--- src/rtl/pkwars_load_ctrl.sv ---
// ROM-download and core-reset sequencer for Penguin-Kun Wars: turns the hps_io
// ioctl stream into registered ROM write strobes, latches DIP bytes, owns core reset.
module pkwars_load_ctrl #(
  parameter logic [16:0] TOTAL_BYTES = 17'h1A020,
  parameter int unsigned HOLD_CYCLES = 48,
  parameter logic [63:0] DSW_DEFAULT = 64'h0
) (
  input  logic        clk_sys,
  input  logic        RESET,
  input  logic        user_rst,
  input  logic        ioctl_download,
  input  logic        ioctl_wr,
  input  logic [7:0]  ioctl_index,
  input  logic [24:0] ioctl_addr,
  input  logic [7:0]  ioctl_dout,
  output logic        rom_we,
  output logic [16:0] rom_addr,
  output logic [7:0]  rom_data,
  output logic [63:0] dsw,
  output logic        core_reset,
  output logic        loading,
  output logic        load_ok,
  output logic        load_err
);

  localparam int unsigned HOLD_W = (HOLD_CYCLES > 1) ? $clog2(HOLD_CYCLES) : 1;
  localparam logic [HOLD_W-1:0] HOLD_LOAD = HOLD_W'(HOLD_CYCLES - 1);

  typedef enum logic [2:0] {
    ST_BOOT,
    ST_LOAD,
    ST_SETTLE,
    ST_RUN,
    ST_ERROR
  } state_t;

  state_t            state_reg;
  logic [16:0]       byte_cnt_reg;
  logic              overflow_reg;
  logic [HOLD_W-1:0] hold_cnt_reg;
  logic              rom_we_reg;
  logic [16:0]       rom_addr_reg;
  logic [7:0]        rom_data_reg;
  logic              core_reset_reg;
  logic              loading_reg;
  logic              load_ok_reg;
  logic              load_err_reg;
  logic [7:0]        dsw_byte_reg [8];

  logic rom_dl;
  logic rom_wr;
  logic addr_in_range;
  logic enter_load;
  logic dsw_hit;

  assign rom_dl        = ioctl_download && (ioctl_index == 8'd0);
  assign rom_wr        = rom_dl && ioctl_wr;
  assign addr_in_range = ioctl_addr < {8'd0, TOTAL_BYTES};
  assign enter_load    = rom_dl && (state_reg != ST_LOAD);
  assign dsw_hit       = ioctl_wr && (ioctl_index == 8'd254) && (ioctl_addr[24:3] == 22'd0);

  always_ff @(posedge clk_sys) begin
    if (RESET) begin
      state_reg      <= ST_BOOT;
      byte_cnt_reg   <= '0;
      overflow_reg   <= 1'b0;
      hold_cnt_reg   <= '0;
      rom_we_reg     <= 1'b0;
      rom_addr_reg   <= '0;
      rom_data_reg   <= '0;
      core_reset_reg <= 1'b1;
      loading_reg    <= 1'b0;
      load_ok_reg    <= 1'b0;
      load_err_reg   <= 1'b0;
    end else begin
      rom_we_reg <= 1'b0;
      // A new ROM download pre-empts every other state, including the settle hold.
      if (enter_load) begin
        state_reg      <= ST_LOAD;
        byte_cnt_reg   <= '0;
        overflow_reg   <= 1'b0;
        load_ok_reg    <= 1'b0;
        load_err_reg   <= 1'b0;
        loading_reg    <= 1'b1;
        core_reset_reg <= 1'b1;
      end else begin
        case (state_reg)
          ST_LOAD: begin
            if (!ioctl_download) begin
              loading_reg <= 1'b0;
              if ((byte_cnt_reg == TOTAL_BYTES) && !overflow_reg) begin
                state_reg    <= ST_SETTLE;
                load_ok_reg  <= 1'b1;
                hold_cnt_reg <= HOLD_LOAD;
              end else begin
                state_reg    <= ST_ERROR;
                load_err_reg <= 1'b1;
              end
            end else if (rom_wr) begin
              if (addr_in_range) begin
                rom_we_reg   <= 1'b1;
                rom_addr_reg <= ioctl_addr[16:0];
                rom_data_reg <= ioctl_dout;
                if (byte_cnt_reg != 17'h1FFFF) begin
                  byte_cnt_reg <= byte_cnt_reg + 17'd1;
                end
              end else begin
                overflow_reg <= 1'b1;
              end
            end
          end
          ST_SETTLE: begin
            if (hold_cnt_reg == '0) begin
              state_reg      <= ST_RUN;
              core_reset_reg <= 1'b0;
            end else begin
              hold_cnt_reg <= hold_cnt_reg - 1'b1;
            end
          end
          ST_RUN: begin
            if (user_rst) begin
              state_reg      <= ST_SETTLE;
              core_reset_reg <= 1'b1;
              hold_cnt_reg   <= HOLD_LOAD;
            end
          end
          default: begin
          end
        endcase
      end
    end
  end

  // DIP bytes live outside the FSM: writable in any state, one lane per byte.
  for (genvar gi = 0; gi < 8; gi++) begin : g_dsw
    always_ff @(posedge clk_sys) begin
      if (RESET) begin
        dsw_byte_reg[gi] <= DSW_DEFAULT[gi*8 +: 8];
      end else if (dsw_hit && (ioctl_addr[2:0] == 3'(gi))) begin
        dsw_byte_reg[gi] <= ioctl_dout;
      end
    end
    assign dsw[gi*8 +: 8] = dsw_byte_reg[gi];
  end

  assign rom_we     = rom_we_reg;
  assign rom_addr   = rom_addr_reg;
  assign rom_data   = rom_data_reg;
  assign core_reset = core_reset_reg;
  assign loading    = loading_reg;
  assign load_ok    = load_ok_reg;
  assign load_err   = load_err_reg;

endmodule

--- config.mk ---
export PLATFORM = sky130hd
export DESIGN_NAME = pkwars_load_ctrl
export DESIGN_NICKNAME = d
export VERILOG_FILES = /design/src/rtl/pkwars_load_ctrl.sv
export SDC_FILE = /design/constraint.sdc
export NUM_CORES = 1
export LEC_CHECK = 0
export CAP_MARGIN = 5
export CORE_ASPECT_RATIO = 0.9
export CORE_MARGIN = 4
export CORE_UTILIZATION = 43
export DETAILED_ROUTE_END_ITERATION = 8
export GPL_TIMING_DRIVEN = 1
export PLACE_DENSITY = 0.84
export SLEW_MARGIN = 20
export SYNTH_ARGS = -nofsm -noshare
export SYNTH_HDL_FRONTEND = slang
export SYNTH_SLANG_ARGS = --single-unit
--- constraint.sdc ---
create_clock -name clk_sys -period 3.4 [get_ports clk_sys]
set_clock_uncertainty 0.05 [all_clocks]
set_input_delay 1.02 -clock clk_sys [delete_from_list [all_inputs] [get_ports clk_sys]]
set_output_delay 1.02 -clock clk_sys [all_outputs]
set_load 0.05 [all_outputs]
==> Word level (Yosys, flattened, before mapping) <==
Memory sizes are Yosys's and may differ from the RTL's.
Index checks and enable logic that the tools add are counted.
{ "totals": {"rom_bits": 0, "mem_count": 1, "latchBits": 0, "ramBits": 64, "regBits": 57, "inputBits": 46} }
{ "mem_list": {"columns": ["memory", "depth", "word_bits", "rd", "rd_ports_with_merged_regs", "wr", "line_no", "source"], "rows": [
  ["dsw_byte_reg", 8, 8, 8, 0, 8, "48", "logic [7:0] dsw_byte_reg [8];"]
]} }
{ "classes": {"n_div": 0, "bitwise": 14, "reduce_logical": 35, "muxes": 52, "addsub": 2, "eq_ne": 23, "multipliers": 0, "shifts": 0, "magnitude_cmp": 1} }
{ "ops": {"columns": ["operator", "count"], "rows": [
  ["8-bit 2-to-1 mux", 8],
  ["1-bit 2-to-1 mux", 33],
  ["25-bit by 17-bit < comparator with 1-bit output (second input constant)", 1],
  ["6-bit 2-to-1 mux", 4],
  ["22-bit logical NOT", 1],
  ["6-bit case mux with 3 select lines", 1],
  ["17-bit by 1-bit adder with 17-bit output (second input constant)", 1],
  ["17-bit equality test (second input constant)", 1],
  ["17-bit != test (second input constant)", 1],
  ["1-bit logical AND", 14],
  ["3-bit by 2-bit equality test with 1-bit output (second input constant)", 4],
  ["3-bit equality test (second input constant)", 4],
  ["3-bit 2-to-1 mux", 4],
  ["4-bit AND reduction", 3],
  ["2-bit != test (second input constant)", 5],
  ["5-bit AND reduction", 2],
  ["3-bit != test (second input constant)", 3],
  ["3-bit case mux with 3 select lines", 1],
  ["3-bit AND reduction", 3],
  ["8-bit equality test (second input constant)", 1],
  ["8-bit logical NOT", 1],
  ["1-bit OR", 8],
  ["3-bit by 1-bit equality test with 1-bit output (second input constant)", 2],
  ["6-bit logical NOT", 1],
  ["other kinds (14)", 20]
]} }

==> Depth between registers and ports, before layout <==
Gate-level depths: netlist (run 1).
{ "logic_depth": {"depth_word": 8, "mapped_depth": 10, "ltp_nobuf": 9} }

==> Worst setup path before layout (run 1) <==
No wires, ideal clock.
{ "synth_timing": {"kind": "input -> register", "startpoint": "input ioctl_index[5]", "endpoint": "register byte_cnt_reg[7]", "slack_ps": 117, "arrival_time_ps": 3100, "path_buffers": 2, "stages": 7, "path_cell_list": "or4b_4 > or4b_4 > or3_4 > buf_2 > clkbuf_1 > o31ai_1 > a21oi_1"} }
{ "synth_between": {"elab_chain_len": 4, "word_cells_on_any_way": 6, "cone_classes": "6 x reduce/logical"} }
{ "synth_rtl": {"columns": ["item", "line_no", "source"], "rows": [
  ["from (decl)", "13", "input logic [7:0] ioctl_index,"],
  ["8-bit logical NOT (*)", "56", "assign rom_dl = ioctl_download && (ioctl_index == 8'd0);"],
  ["1-bit logical AND (*)", "56", null],
  ["1-bit logical AND (on tied branches)", "57, 59", null],
  ["5-bit AND reduction (no source line) or 2-bit OR reduction (tied branches)", null, null],
  ["to (signal assigned)", "105", "byte_cnt_reg <= byte_cnt_reg + 17'd1;"],
  ["to (decl)", "38", "logic [16:0] byte_cnt_reg;"]
]} }
Every way passes the cells marked *; elsewhere a longest branch is shown, timed or not.
A chain may end at the register's enable or synchronous reset.

==> Worst setup path in the final report (run 1) <==
{ "layout_timing": {"startpoint": "input ioctl_index[1]", "endpoint": "register byte_cnt_reg[13]"} }
Same word-level chain as after synthesis.

==> metrics.log, run 1 <==
INFO  metric tritoncts_num_sinks = 121
INFO  metric final.min_clock_period = 3.34 ns
INFO  metric ctsRootBufferMaster = sky130_fd_sc_hd__clkbuf_16
INFO  metric global_route_wire_length_before_repair = 21800 µm
INFO  metric drt_pass_1_iters = 4
INFO  metric vias_in_the_first_global_route = 4257
INFO  metric post_synthesis_net_count = 524
INFO  metric routed_wirelength = 13900 µm
INFO  metric fin_area = 0.00754 mm²
INFO  metric cp_data_arrival_time = 3.63 ns
INFO  metric hold_start = rom_addr[3]
INFO  metric clk_pin_slew_worst_paths = 0.05 ns
INFO  metric std_cell_rows = 37
INFO  metric antenna_found_initial = 0
INFO  metric final_hold_viol_count = 0
INFO  metric critical_register_to_register_path_startpoint = byte_cnt_reg[3]
INFO  metric timing.setup.critical_path_class = input port to flip-flop
INFO  metric end_of_the_worst_register_to_register_path = byte_cnt_reg[11]
INFO  metric critical_path_required = 3.68 ns
INFO  metric final.fill_count = 855
INFO  metric die_h = 111 µm
INFO  metric worst_r2r_path_depth = 10
INFO  metric dominantRegCellSynth = sky130_fd_sc_hd__edfxtp_1
INFO  metric synth-edff-count = 64
INFO  metric drt_first_iter_violations = 339
INFO  metric drv_cap = 0
INFO  metric dp_hpwl = 10000 µm
INFO  metric initial_utilization = 44.2%
INFO  metric layoutNonFillerInstCount = 819
INFO  metric rsz0062_at_grt = false
INFO  metric drcViolationCount = 0
INFO  metric globalRouteOverflowTotal = 0
INFO  metric worstHoldEndpoint = rom_addr[3]
INFO  metric timing_max_transition_violations_final = 0
INFO  metric cts_hold_buf = 0
INFO  metric largest_reg_flops = 64
INFO  metric maximum_number_of_pins_on_one_net_before_global_route_repair = 26
INFO  metric antenna_cells_inserted = 0
INFO  metric synth-seq-cells = 121
INFO  metric yosysTopAreaCell = sky130_fd_sc_hd__edfxtp_1
INFO  metric ratio_of_cells_with_drive_above_1_in_the_final_layout = 12.1%
INFO  metric floorplan.core_area = 0.0115 mm²
INFO  metric timing.critical_path.from_type = input port
INFO  metric max_slew_margin = 36.6%
INFO  metric gate_count_post_synth = 473
INFO  metric worst-slew-pin-transition = 0.948 ns
INFO  metric synthesis.area = 0.00507 mm²
INFO  metric placement.io_buffers = 139
INFO  metric hold_path_depth = 2
INFO  metric ir_worst_vdd = 0.000417 V
INFO  metric seq_area = 0.00306 mm²
INFO  metric placement.cell_area = 0.00689 mm²
INFO  metric power = 3.97 mW
INFO  metric number_of_unique_standard_cell_types_used_by_synthesis = 47
INFO  metric via_count_normalized_by_instance_count = 5.28
INFO  metric ant_nets = 0
INFO  metric cts_max_path_buffers = 2
INFO  metric largest_cells_by_area_after_synthesis = sky130_fd_sc_hd__edfxtp_1 (38%), sky130_fd_sc_hd__dfxtp_1 (22%), sky130_fd_sc_hd__and2_1 (7.9%)
INFO  metric wl_per_cell = 16.9 µm
INFO  metric gp_congestion = 0.923
INFO  metric vias = 4325
INFO  metric report.final.setup_viol = 0
INFO  metric globalRouteTotalUtil = 20.5%
INFO  metric synthToLayoutAreaGrowth = 48.6%
INFO  metric synth_largest_type_area_fraction = 37.9%
INFO  metric fin_crit_sh = 98.3%
INFO  metric design.portCount = 140
INFO  metric max_h_tree_level = 4
INFO  metric worst_hold_slack = 0.409 ns
INFO  metric die_area = 0.0136 mm²
INFO  metric hp-class = flip-flop to flip-flop
INFO  metric synth_area_per_cell = 10.7 µm²
INFO  metric maxClockFrequency = 299 MHz
INFO  metric fin_util = 65.7%
INFO  metric crit_path_max_fanout = 6
INFO  metric static-leakage-power = 2.74 nW
INFO  metric asr_flop_ratio_synth = 0%
INFO  metric yosys_warnings = 0
INFO  metric cts_tree = built
INFO  metric ff2ff_setup_slack = 0.52 ns
INFO  metric layout.nets = 701
INFO  metric numPlacedInstances = 781
INFO  metric crit_path_end_kind = flip-flop
INFO  metric worst_skew_pair.late_latency = 0.41 ns
INFO  metric multi_input_area = 0.00191 mm²
INFO  metric die-width = 123 µm
INFO  metric cts_buffers = 17
INFO  metric sequential_cell_area_fraction_in_the_yosys_report = 60.4%
INFO  metric power.density = 526 mW/mm²
INFO  metric status = finished, final reports clean
==> synthesized netlist by cell type, types with 2 or more instances <==
master	count
sky130_fd_sc_hd__o31ai_1	6
sky130_fd_sc_hd__a31oi_1	2
sky130_fd_sc_hd__edfxtp_1	64
sky130_fd_sc_hd__a311oi_1	2
sky130_fd_sc_hd__and3_1	4
sky130_fd_sc_hd__and2_1	64
sky130_fd_sc_hd__or4_1	8
sky130_fd_sc_hd__nor4bb_1	3
sky130_fd_sc_hd__a2111oi_0	2
sky130_fd_sc_hd__nor2b_1	3
sky130_fd_sc_hd__inv_1	11
sky130_fd_sc_hd__ha_1	5
sky130_fd_sc_hd__nand2_1	69
sky130_fd_sc_hd__buf_2	2
sky130_fd_sc_hd__o21a_1	4
sky130_fd_sc_hd__o21ai_0	7
sky130_fd_sc_hd__nor3_1	8
sky130_fd_sc_hd__a221oi_1	2
sky130_fd_sc_hd__a211oi_1	5
sky130_fd_sc_hd__or2_2	2
sky130_fd_sc_hd__nor2_1	18
sky130_fd_sc_hd__nand2b_1	3
sky130_fd_sc_hd__nand3_1	8
sky130_fd_sc_hd__and4b_1	3
sky130_fd_sc_hd__a21oi_1	44
sky130_fd_sc_hd__nor4b_1	4
sky130_fd_sc_hd__or4b_4	2
sky130_fd_sc_hd__and3b_1	2
sky130_fd_sc_hd__nand4_1	5
sky130_fd_sc_hd__clkbuf_1	15
sky130_fd_sc_hd__a21o_1	6
sky130_fd_sc_hd__mux2i_1	3
sky130_fd_sc_hd__or3_1	8
sky130_fd_sc_hd__nor4_1	7
sky130_fd_sc_hd__dfxtp_1	57
sky130_fd_sc_hd__a31o_2	3
sky130_fd_sc_hd__nand3b_1	2
==> cell families after synthesis <==
logic type / after synthesis / synth area share (%)
buffers and inverters: 29 / 2.19
adders and majority gates: 5 / 1.23
DFF: 121 / 60.4
AOI/OAI and AO/OA: 86 / 10.4
and+or+nand+nor: 229 / 25.2
muxes: 3 / 0.592
==> repair_timing <==
| item | 4_1_cts | 5_1_grt |
|---|---|---|
| endpoints found under the hold margin | 0 | 0 |
| setup buffers | 0 | 6 |
| endpoints found under the setup margin | 2 | 5 |
| resized for setup | 1 | 10 |
| pin swaps | 0 | 6 |
==> per-layer routing <==
metal,GRT usage [%],share of wire [%]
met3,6.22,7.2
met5,0,0
met4,5.37,1.1
met2,34.9,51
met1,25.2,41
==> per-stage QoR <==
step	setup slack, ns	TNS, ns
4_1_cts	0.0144	0
5_1_grt	0.0272	0
2_1_floorplan	0.117	0
3_3_place_gp	-0.392	-6.43
6_report	0.0562	0
3_5_place_dp	-0.444	-8.43
==> how the worst max path moves through the flow <==
stage	from	endpoint	slack, ns	depth (start not counted)
after floorplan	ioctl_index[5]	byte_cnt_reg[7]	0.12	7
after CTS	ioctl_index[5]	byte_cnt_reg[15]	0.01	6
after global routing	ioctl_index[1]	byte_cnt_reg[5]	0.03	7
after global placement	ioctl_index[5]	byte_cnt_reg[10]	-0.39	6
final	ioctl_index[1]	byte_cnt_reg[13]	0.06	7
after detailed placement	ioctl_index[5]	byte_cnt_reg[10]	-0.44	6
==> cell type report <==
class	count	share of cell area (%)
flip-flops and latches	121	40.6
multi-input cells	323	25.3
repair buffers	176	23.1
clock buffers	27	7.37
well taps	156	2.59
inverters	11	0.548
clock inverters	5	0.415
==> power by group <==
group | internal, mW | switching, mW | leakage [nW]
logic | 0.216 | 0.369 | 1.39
clock network | 1.11 | 0.614 | 0.286
registers | 1.61 | 0.0452 | 1.07
total | 2.94 | 1.03 | 2.74
==> cells in the final DEF (no fill, tap or decap), types with 5 or more instances in the layout <==
master | Yosys | routed
sky130_fd_sc_hd__ha_1 | 5 | 5
sky130_fd_sc_hd__clkbuf_8 | 0 | 5
sky130_fd_sc_hd__and2_1 | 64 | 64
sky130_fd_sc_hd__buf_4 | 0 | 30
sky130_fd_sc_hd__clkbuf_16 | 0 | 19
sky130_fd_sc_hd__clkdlybuf4s50_1 | 0 | 131
sky130_fd_sc_hd__a21oi_1 | 44 | 44
sky130_fd_sc_hd__nand3_1 | 8 | 8
sky130_fd_sc_hd__o31ai_1 | 6 | 6
sky130_fd_sc_hd__or4_1 | 8 | 7
sky130_fd_sc_hd__nor3_1 | 8 | 7
sky130_fd_sc_hd__dlymetal6s2s_1 | 0 | 7
sky130_fd_sc_hd__a21o_1 | 6 | 6
sky130_fd_sc_hd__a211oi_1 | 5 | 5
sky130_fd_sc_hd__nor4_1 | 7 | 7
sky130_fd_sc_hd__or3_1 | 8 | 8
sky130_fd_sc_hd__nor2_1 | 18 | 18
sky130_fd_sc_hd__buf_12 | 0 | 5
sky130_fd_sc_hd__dfxtp_1 | 57 | 57
sky130_fd_sc_hd__edfxtp_1 | 64 | 64
sky130_fd_sc_hd__nand4_1 | 5 | 5
sky130_fd_sc_hd__o21ai_0 | 7 | 7
sky130_fd_sc_hd__nand2_1 | 69 | 69
sky130_fd_sc_hd__inv_1 | 11 | 11
==> worst max-delay path, stage by stage <==
cell and delay, ns:
sky130_fd_sc_hd__clkdlybuf4s50_1 0.42, sky130_fd_sc_hd__or4_4 0.42, sky130_fd_sc_hd__or4b_4 0.56, sky130_fd_sc_hd__or3_4 0.44, sky130_fd_sc_hd__buf_6 0.15, sky130_fd_sc_hd__or4_1 0.47
sky130_fd_sc_hd__a21oi_1 0.15
Power figures use the tool's default switching activity.
==> run 2, diff against run 1 <==
Settings changed: CELL_PAD_IN_SITES_DETAIL_PLACEMENT set to 1, CELL_PAD_IN_SITES_GLOBAL_PLACEMENT set to 1, CORE_UTILIZATION 43 to 33, SETUP_SLACK_MARGIN set to 0.05.
==> run 2 against run 1 <==
Compared with the run above: flip-flop and latch count unchanged; die area up 28%; clock-buffer cell count down 8; via count up 3.0%; global-route usage down 2.0 points; first-iteration DRC count down 25%; power up 3.7%; combinational power up 0.7%; clock power up 8%; hold slack worse by 0.0036 ns; non-clock buffer count unchanged; fmax down 0.41%.
==> metrics.log, run 2 (synthesis results as in run 1) <==
INFO  metric ratio_of_cells_with_drive_above_1_in_the_final_layout = 12.8% (+0.75 points)
INFO  metric globalRouteTotalUtil = 18.5% (-2.0 points)
INFO  metric critical_path_required = 3.70 ns (+0.02 ns)
INFO  metric fin_area = 0.00761 mm² (+0.96%)
INFO  metric design.portCount = 140 (unchanged)
INFO  metric fin_util = 51.2% (-14 points)
INFO  metric ant_nets = 0 (unchanged)
INFO  metric crit_path_max_fanout = 6 (unchanged)
INFO  metric antenna_cells_inserted = 0 (unchanged)
INFO  metric power.density = 540 mW/mm² (+2.7%)
INFO  metric maximum_number_of_pins_on_one_net_before_global_route_repair = 32 (+23%)
INFO  metric ff2ff_setup_slack = 0.37 ns (-0.15 ns)
INFO  metric synthToLayoutAreaGrowth = 50.0%
INFO  metric floorplan.core_area = 0.0149 mm² (+30%)
INFO  metric wl_per_cell = 18.8 µm (+11%)
INFO  metric fin_crit_sh = 98.8% (+0.41 points)
INFO  metric cts_buffers = 17 (unchanged)
INFO  metric placement.cell_area = 0.00689 mm² (+0.11%)
INFO  metric power.switching = 1.08 mW (+4.7%)
INFO  metric vias = 4455 (+3.0%)
INFO  metric worst-slew-pin-transition = 0.951 ns (+0.00313 ns)
INFO  metric maxClockFrequency = 298 MHz (-0.41%)
INFO  metric setup.worst_path.start = ioctl_index[1]
INFO  metric drcViolationCount = 0 (unchanged)
INFO  metric clk_pin_slew_worst_paths = 0.06 ns (about the same)
INFO  metric hp-class = flip-flop to flip-flop
INFO  metric max_h_tree_level = 4 (unchanged)
INFO  metric power = 4.11 mW (+3.7%)
INFO  metric report.final.setup_viol = 0 (unchanged)
INFO  metric internal_power = 3.03 mW (+3.3%)
INFO  metric cts_tree = built
INFO  metric ctsRootBufferMaster = sky130_fd_sc_hd__clkbuf_16
INFO  metric timing.critical_path.from_type = input port
INFO  metric worst_hold_slack = 0.405 ns (-0.00361 ns)
INFO  metric std_cell_rows = 42 (+14%)
INFO  metric vias_in_the_first_global_route = 4753 (+12%)
INFO  metric end_of_the_worst_register_to_register_path = byte_cnt_reg[11]
INFO  metric via_count_normalized_by_instance_count = 5.17 (-2.0%)
INFO  metric met1_length = 6960 µm (+22%)
INFO  metric timing.setup.critical_path_class = input port to flip-flop
INFO  metric detailedPlace.worstSlack = -0.471 ns (-0.0271 ns)
INFO  metric worst_r2r_path_depth = 10 (unchanged)
INFO  metric wl_met3 = 970 µm (-2.1%)
INFO  metric layoutNonFillerInstCount = 861 (+5.1%)
INFO  metric hold_path_depth = 2 (unchanged)
INFO  metric timing_max_transition_violations_final = 0 (unchanged)
INFO  metric final.fill_count = 1614 (+89%)
INFO  metric routed_wirelength = 16200 µm (+17%)
INFO  metric most_common_cell_after_layout_fill_and_taps_aside = sky130_fd_sc_hd__clkdlybuf4s50_1
INFO  metric largest_reg_flops = 64 (unchanged)
INFO  metric worst_skew_pair.late_latency = 0.41 ns (about the same)
INFO  metric power.share.clock = 45.4% (+1.8 points)
INFO  metric layout.nets = 701 (unchanged)
INFO  metric drt_pass_1_iters = 4 (unchanged)
INFO  metric critical_register_to_register_path_startpoint = byte_cnt_reg[5]
INFO  metric route.top_layer_used = met4
INFO  metric gp_congestion = 0.831 (-10%)
INFO  metric globalRouteOverflowTotal = 0 (unchanged)
INFO  metric numPlacedInstances = 822 (+5.2%)
INFO  metric max_slew_margin = 36.4% (-0.21 points)
INFO  metric static-leakage-power = 2.73 nW (-0.19%)
INFO  metric totalNegativeSetupSlack = 0 ns (unchanged)
INFO  metric cp_data_arrival_time = 3.66 ns (+0.03 ns)
INFO  metric seq_power_share = 40.3% (-1.4 points)
INFO  metric die_area = 0.0174 mm² (+28%)
INFO  metric drv_cap = 0 (unchanged)
INFO  metric cts_hold_buf = 0 (unchanged)
INFO  metric placement.io_buffers = 139 (unchanged)
INFO  metric ir_worst_vdd = 0.000360 V (-14%)
INFO  metric die_h = 126 µm (+13%)
INFO  metric initial_utilization = 34.1% (-10 points)
INFO  metric postLayoutSetupSlackWorst = 0.0424 ns (-0.0138 ns)
INFO  metric tritoncts_num_sinks = 121 (unchanged)
INFO  metric die-width = 139 µm (+13%)
INFO  metric final_hold_viol_count = 0 (unchanged)
INFO  metric global_route_wire_length_before_repair = 25800 µm (+18%)
INFO  metric most_frequent_cells_in_the_layout = sky130_fd_sc_hd__clkdlybuf4s50_1 (131), sky130_fd_sc_hd__nand2_1 (69), sky130_fd_sc_hd__and2_1 (64), sky130_fd_sc_hd__edfxtp_1 (64), sky130_fd_sc_hd__dfxtp_1 (57)
INFO  metric route.met2.wl = 7940 µm (+13%)
INFO  metric antenna_found_initial = 0 (unchanged)
INFO  metric cts_max_path_buffers = 2 (unchanged)
INFO  metric drt_first_iter_violations = 255 (-25%)
INFO  metric rsz0062_at_grt = true
INFO  metric combinationalPowerShare = 14.3% (-0.4 points)
INFO  metric final.min_clock_period = 3.36 ns (+0.0138 ns)
INFO  metric crit_path_end_kind = flip-flop
INFO  metric worstHoldEndpoint = rom_addr[8]
INFO  metric switching_share = 26.2% (+0.26 points)
INFO  metric dp_hpwl = 11900 µm (+19%)
INFO  metric hold_start = rom_addr[8]
INFO  metric status = finished, final reports clean
## run 2: area by class of cell
| cell class | count | area (µm²) | area share (%) |
|---|---|---|---|
| inverter | 11 | 41.3 | 0.542 |
| multi-input combinational | 323 | 1940 | 25.5 |
| timing repair buffer | 176 | 1710 | 22.5 |
| clock buffer | 19 | 433 | 5.69 |
| tap | 198 | 248 | 3.25 |
| clock inverter | 13 | 175 | 2.30 |
| sequential | 121 | 3060 | 40.2 |
## run 2: how the worst max path moves through the flow
stage / endpoint / depth (start not counted) / slack [ns]
floorplan: byte_cnt_reg[7] / 7 / 0.12
global placement: byte_cnt_reg[10] / 6 / -0.41
detailed placement: byte_cnt_reg[10] / 6 / -0.47
CTS: byte_cnt_reg[13] / 6 / 0.04
global route: byte_cnt_reg[13] / 9 / -0.007
finish: byte_cnt_reg[4] / 7 / 0.04
## run 2: repair_timing
action / in CTS / in global routing
setup endpoints to repair: 6 / 38
pin swaps: 0 / 7
setup buffers: 0 / 7
endpoints found under the hold margin: 0 / 0
gates resized for setup: 1 / 17
## run 2: metal layers
layer	vias up	track usage [%]
met4	0	6.73
met3	25	5.08
met5	-	0
met2	160	31.6
met1	2201	22.7
li1	2069	-
## run 2: critical path, stage by stage
cell,delay [ns]
sky130_fd_sc_hd__clkdlybuf4s50_1,0.41
sky130_fd_sc_hd__or4_4,0.44
sky130_fd_sc_hd__or4b_4,0.56
sky130_fd_sc_hd__or3_4,0.43
sky130_fd_sc_hd__buf_4,0.17
sky130_fd_sc_hd__or4_4,0.48
sky130_fd_sc_hd__a21oi_2,0.14
## run 2: power groups by stage
stage	clock (mW)	combinational, mW	sequential (mW)
CTS	1.91	0.591	1.66
finish	1.87	0.589	1.66
floorplan	0	0.172	1.85
global route	1.97	0.624	1.66
detailed placement	0	0.588	1.69
global placement	0	0.568	1.68
==> run 3, diff against run 2 <==
Settings changed: GPL_TIMING_DRIVEN 1 to unset.
==> results of run 3 <==
Final layout, timing and power as in run 2 (identical DEF).
